File: src/rtl/hall_pkg.sv
`default_nettype none
// ============================================================================
// Module      : hall_pkg
// Description : Shared definitions for the hall speed path (emulator and meter).
// Revision    : 1.0 - initial release
// ============================================================================
package hall_pkg;

    typedef enum logic [1:0] {
        ST_IDLE = 2'd0,
        ST_CALC = 2'd1,
        ST_LOW  = 2'd2,
        ST_HIGH = 2'd3
    } hall_state_t;

    localparam int c_div_default   = 5000;
    localparam int c_scale_default = 10000;
    localparam int c_min_period    = 501;
    localparam int c_pulse_w       = 4;

    function automatic logic [15:0] clamp_period(input logic [15:0] quot,
                                                 input logic [15:0] min_p);
        return (quot < min_p) ? min_p : quot;
    endfunction

endpackage
`default_nettype wire

File: src/rtl/hall_udiv16.sv
`default_nettype none
// ============================================================================
// Module      : hall_udiv16
// Description : Sequential restoring 16/16 unsigned divider, one bit per cycle.
// Revision    : 1.0 - initial release
// ============================================================================
module hall_udiv16 (
    input  logic        clk0,
    input  logic        rst_n,
    input  logic        start,
    input  logic [15:0] dividend,
    input  logic [15:0] divisor,
    output logic [15:0] quotient,
    output logic        done
);

    logic [15:0] r_rem;
    logic [15:0] r_quo;
    logic [15:0] r_div;
    logic [4:0]  r_cnt;
    logic        r_done;
    logic [16:0] w_shift;
    logic [16:0] w_trial;

    assign w_shift = {r_rem, r_quo[15]};
    assign w_trial = w_shift - {1'b0, r_div};

    always_ff @(posedge clk0 or negedge rst_n) begin
        if (!rst_n) begin
            r_rem  <= '0;
            r_quo  <= '0;
            r_div  <= '0;
            r_cnt  <= '0;
            r_done <= 1'b0;
        end else begin
            r_done <= 1'b0;
            if (start) begin
                r_rem <= '0;
                r_quo <= dividend;
                r_div <= divisor;
                r_cnt <= 5'd16;
            end else if (r_cnt != 5'd0) begin
                // Restore on borrow: keep the shifted remainder and shift in a 0.
                if (!w_trial[16]) begin
                    r_rem <= w_trial[15:0];
                    r_quo <= {r_quo[14:0], 1'b1};
                end else begin
                    r_rem <= w_shift[15:0];
                    r_quo <= {r_quo[14:0], 1'b0};
                end
                r_cnt <= r_cnt - 5'd1;
                if (r_cnt == 5'd1) begin
                    r_done <= 1'b1;
                end
            end
        end
    end

    assign quotient = r_quo;
    assign done     = r_done;

endmodule
`default_nettype wire

File: src/rtl/hall_pulse_gen.sv
`default_nettype none
// ============================================================================
// Module      : hall_pulse_gen
// Description : Hall-sensor emulator; speed word in, active-low tach pulses out.
// Revision    : 1.0 - initial release
// ============================================================================
module hall_pulse_gen
    import hall_pkg::*;
#(
    parameter int DIV        = c_div_default,
    parameter int SCALE      = c_scale_default,
    parameter int MIN_PERIOD = c_min_period,
    parameter int PULSE_W    = c_pulse_w
) (
    input  logic        clk0,
    input  logic        rst_n,
    input  logic        en,
    input  logic [15:0] speed,
    output logic        out_n,
    output logic [15:0] period,
    output logic [15:0] pulse_cnt,
    output logic        busy
);

    localparam int              c_pw         = (DIV > 1) ? $clog2(DIV) : 1;
    localparam logic [c_pw-1:0] c_presc_max  = c_pw'(DIV - 1);
    localparam logic [15:0]     c_scale      = 16'(SCALE);
    localparam logic [15:0]     c_min        = 16'(MIN_PERIOD);
    localparam logic [15:0]     c_pulse_last = 16'(PULSE_W - 1);

    logic [c_pw-1:0] r_presc;
    hall_state_t     r_state, w_state_n;
    logic            r_out_n, w_out_n_n;
    logic [15:0]     r_tcnt, w_tcnt_n;
    logic [15:0]     r_period, w_period_n;
    logic [15:0]     r_pulse_cnt, w_pulse_cnt_n;
    logic            r_ready, w_ready_n;
    logic            w_tick;
    logic            w_div_start;
    logic            w_div_done;
    logic [15:0]     w_quot;

    assign w_tick = (r_presc == c_presc_max);

    always_ff @(posedge clk0 or negedge rst_n) begin
        if (!rst_n) begin
            r_presc <= '0;
        end else if (w_tick) begin
            r_presc <= '0;
        end else begin
            r_presc <= r_presc + 1'b1;
        end
    end

    // The divider's divisor register doubles as the latched speed for the period.
    hall_udiv16 u_div (
        .clk0     (clk0),
        .rst_n    (rst_n),
        .start    (w_div_start),
        .dividend (c_scale),
        .divisor  (speed),
        .quotient (w_quot),
        .done     (w_div_done)
    );

    always_ff @(posedge clk0 or negedge rst_n) begin
        if (!rst_n) begin
            r_state     <= ST_IDLE;
            r_out_n     <= 1'b1;
            r_tcnt      <= '0;
            r_period    <= '0;
            r_pulse_cnt <= '0;
            r_ready     <= 1'b0;
        end else begin
            r_state     <= w_state_n;
            r_out_n     <= w_out_n_n;
            r_tcnt      <= w_tcnt_n;
            r_period    <= w_period_n;
            r_pulse_cnt <= w_pulse_cnt_n;
            r_ready     <= w_ready_n;
        end
    end

    always_comb begin
        w_state_n     = r_state;
        w_out_n_n     = r_out_n;
        w_tcnt_n      = r_tcnt;
        w_period_n    = r_period;
        w_pulse_cnt_n = r_pulse_cnt;
        w_ready_n     = r_ready;
        w_div_start   = 1'b0;

        // Divider finishes well inside one tick, so done never coincides with a tick.
        if (r_state == ST_CALC && w_div_done) begin
            w_period_n = clamp_period(w_quot, c_min);
            w_ready_n  = 1'b1;
        end

        if (w_tick) begin
            if (!en) begin
                w_state_n = ST_IDLE;
                w_out_n_n = 1'b1;
            end else begin
                case (r_state)
                    ST_IDLE: begin
                        if (speed != 16'd0) begin
                            w_div_start = 1'b1;
                            w_ready_n   = 1'b0;
                            w_state_n   = ST_CALC;
                        end
                    end
                    ST_CALC: begin
                        if (r_ready) begin
                            w_state_n     = ST_LOW;
                            w_out_n_n     = 1'b0;
                            w_tcnt_n      = '0;
                            w_pulse_cnt_n = r_pulse_cnt + 16'd1;
                        end
                    end
                    ST_LOW: begin
                        w_tcnt_n = r_tcnt + 16'd1;
                        if (r_tcnt == c_pulse_last) begin
                            w_state_n = ST_HIGH;
                            w_out_n_n = 1'b1;
                        end
                    end
                    ST_HIGH: begin
                        w_tcnt_n = r_tcnt + 16'd1;
                        // One tick early: CALC consumes the final tick of the period.
                        if (r_tcnt == r_period - 16'd2) begin
                            if (speed == 16'd0) begin
                                w_state_n  = ST_IDLE;
                                w_period_n = '0;
                            end else begin
                                w_div_start = 1'b1;
                                w_ready_n   = 1'b0;
                                w_state_n   = ST_CALC;
                            end
                        end
                    end
                    default: begin
                        w_state_n = ST_IDLE;
                        w_out_n_n = 1'b1;
                    end
                endcase
            end
        end
    end

    assign out_n     = r_out_n;
    assign period    = r_period;
    assign pulse_cnt = r_pulse_cnt;
    assign busy      = (r_state == ST_LOW) || (r_state == ST_HIGH);

endmodule
`default_nettype wire
File: config.mk
export PLATFORM = sky130hd
export DESIGN_NAME = hall_pulse_gen
export DESIGN_NICKNAME = d
export VERILOG_FILES = /design/src/rtl/hall_pkg.sv /design/src/rtl/hall_udiv16.sv /design/src/rtl/hall_pulse_gen.sv
export SDC_FILE = /design/constraint.sdc
export NUM_CORES = 1
export LEC_CHECK = 0
export ABC_AREA = 1
export CORE_ASPECT_RATIO = 1.25
export CORE_MARGIN = 5
export CORE_UTILIZATION = 55
export DETAILED_ROUTE_END_ITERATION = 10
export HOLD_SLACK_MARGIN = 0.1
export PLACE_DENSITY_LB_ADDON = 0.12
export SLEW_MARGIN = 20
export SYNTH_ARGS = -nofsm -noshare
export SYNTH_HDL_FRONTEND = slang
export SYNTH_SLANG_ARGS = --single-unit
File: constraint.sdc
create_clock -name clk0 -period 5.5 [get_ports clk0]
set_clock_uncertainty 0.2 [all_clocks]
set_input_delay 1.375 -clock clk0 [delete_from_list [all_inputs] [get_ports clk0]]
set_output_delay 1.375 -clock clk0 [all_outputs]
set_load 0.01 [all_outputs]
==> flow_summary.yaml <==
yosys:
  ys_seq_area_share_pct: 39.7
  synth_top_area_share_pct: 39.3
  synth_area_sq_mm: 0.00751
  ys_seq_elements: 119
  yosys_warnings: 0
  synth_area_per_cell_sq_um: 7.56
  synthTopCellsByArea: "dfrtp_1, nand2_1, inv_1"
  syn-num-nets: 1042
  ys_types: 49
  netlist_instances: 994
  synth_top_area_cell: "dfrtp_1"
route:
  wl_um: 18300
  routed_via_density: 5.44
  firstDrtPassIters: 5
  drcViolationCount: 0
  wl_per_cell_um: 14.8
  ant_nets: 0
  via_count: 6698
  dr.first_iter.drc_count: 393
clock_tree:
  cts.sinks: 119
  numCtsBuffers: 17
  clock_latency_ps: 410
  ctsHoldBuffers: 0
  clkTransAtPathRegs_ps: 60
  postCtsSetupRepairBufs: 0
  root_buffer: "clkbuf_16"
  cts_tree: "yes"
  cts_buffer_depth: 2
  htree_num_levels: 4
  ctsResizeCount: 0
global_route:
  gr-usage-all-layers_pct: 24.1
  grt_pass1_wl_um: 31300
  antenna_found_initial: 0
  grt_remaining_overflow: 0
  grt_max_degree: 70
  grt_pass1_vias: 6658
floorplan:
  num_io_pins: 53
  fp-row-count: 47
  dieArea_sq_mm: 0.0161
  dieHeight_um: 141
  die_x_um: 115
  start_util_pct: 56.3
  coreArea_sq_mm: 0.0133
place:
  dp.cells: 1200
  dp_worst_setup_slack_ps: 1390
  place.port_buffers: 52
  gp_congestion: 0.914
  dpl_cell_area_sq_mm: 0.00816
  dpl.hpwl_um: 13800
hold_path:
  hold_class: "flop to flop"
timing:
  hold_violations: 0
  max_freq_mhz: 263
  report.final.slew_viol_count: 0
  setup_ws_ps: 1690
  min_period_ps: 3810
  worst_slew_pin_slew_ps: 998
  relSlewSlack_pct: 33.3
  finalSetupViolations: 0
  tns_ps: 0
  grt_setup_unrepaired: "no"
  finalCritPeriodShare_pct: 69.3
layout:
  fillCellCount: 1181
  diodes: 0
  seq_area_sq_mm: 0.00298
  instances_no_fill: 1232
  multiInputGateArea_sq_mm: 0.00382
  drive_gt1_share_pct: 7.35
  nets: 1096
  synthToLayoutAreaGrowth_pct: 17.0
  fin_area_sq_mm: 0.00878
setup_path:
  crit_path_end_kind: "output port"
  critical_path_arrival_ps: 2230
  cp_max_fo: 8
  path_class: "flop to output port"
  crit_required_ps: 3920
  startpoint_type: "flop"
pwr:
  power.total_mw: 2.09
  leakagePower_nw: 4.46
  peakVddDrop_uv: 176
  cellPowerDensity_mw_per_mm2: 238
flow_run:
  max_cap_viol_count: 0
run_status:
  outcome: "complete, no violations"
metal layers:
layer | up-vias | track usage, % | routed length [um]
met5 | - | 0 | 0
met4 | 0 | 9.19 | 495
met3 | 34 | 4.33 | 663
met2 | 142 | 43.2 | 9620
met1 | 3161 | 28.4 | 7510
li1 | 3361 | - | -
synthesized netlist by cell type, drive strengths merged:
cell,n
nor3b,2
o31ai,7
fa,1
xor2,28
inv,153
o21ai,83
nor4,10
a21o,1
and2,1
nand4,28
o211ai,7
xnor2,24
nor2,82
clkinv,2
and3,1
or2,3
a2bb2oi,1
nand2,224
nor3,32
o2111ai,1
nand3b,1
a21oi,28
nand3,90
o21a,2
dfstp,1
ha,28
clkbuf,11
dfrtp,118
buf,12
o41ai,1
a31oi,9
o21bai,2
cell type report:
class / count / area share, %
inverter: 155 / 6.62
timing repair buffer: 58 / 6.41
tap: 171 / 2.44
sequential: 119 / 33.9
clock buffer: 19 / 5.04
clock inverter: 13 / 2.04
multi-input combinational: 697 / 43.5
sequential cells by signal (all words and copies together) (netlist names):
signal          cells
period             16
pulse_cnt          16
r_tcnt             16
u_div.quotient     16
u_div.r_div        16
u_div.r_rem        16
r_presc            13
u_div.r_cnt         5
r_state             2
out_n               1
r_ready             1
u_div.done          1
logic make-up after synthesis:
family	count (synthesis)	synth area share, %
AND/OR/NAND/NOR	474	29.2
flip-flops	119	39.7
AO/OA/AOI/OAI	142	10.6
adder cells (fa/ha/maj)	29	4.93
XOR/XNOR	52	6.16
buffers and inverters	178	9.40
path summary, 6_finish.rpt:
kind | cells past startpoint | from | slack [ps] | to
max in group asynchronous | 2 | rst_n | 3250 | out_n
min reg2reg | 2 | u_div.r_div[6] | 290 | u_div.r_div[6]
min in group asynchronous | 1 | rst_n | 890 | u_div.r_div[3]
max | 6 | r_state[0] | 1690 | busy
min | 2 | u_div.r_div[6] | 290 | u_div.r_div[6]
max reg2reg | 15 | u_div.quotient[15] | 2090 | u_div.r_rem[5]
through the flow:
stage	hold WS, ps	utilization [%]
floorplan	259	-
CTS	293	65.8
global route	318	65.8
detailed placement	279	61.1
finish	292	65.8
global placement	274	61.1
report_power, final:
group | internal, mW | leakage, nW | switching [mW]
registers | 0.877 | 1.57 | 0.000467
logic | 0.0138 | 2.60 | 0.0241
clock network | 0.767 | 0.295 | 0.405
total | 1.66 | 4.46 | 0.430
worst max-delay path, stage by stage, from the launching register on:
cell and delay (ps):
dfrtp_1 440, inv_1 160, ha_1 220, nor2_1 50
buf_4 170, inv_1 190, clkdlybuf4s50_1 590
placed cells by master (no fill, tap or decap), types with 7 or more instances in the layout:
master	n
a21oi_1	26
a31oi_1	9
buf_4	7
clkbuf_16	17
clkdlybuf4s50_1	51
dfrtp_1	118
ha_1	28
inv_1	151
nand2_1	218
nand3_1	83
nand3_2	7
nand4_1	24
nor2_1	71
nor2_2	7
nor3_1	30
nor4_1	9
o211ai_1	7
o21ai_0	65
o21ai_1	18
o31ai_1	7
xnor2_1	24
xor2_1	27
Note: power is estimated with default switching activity, not from simulation.
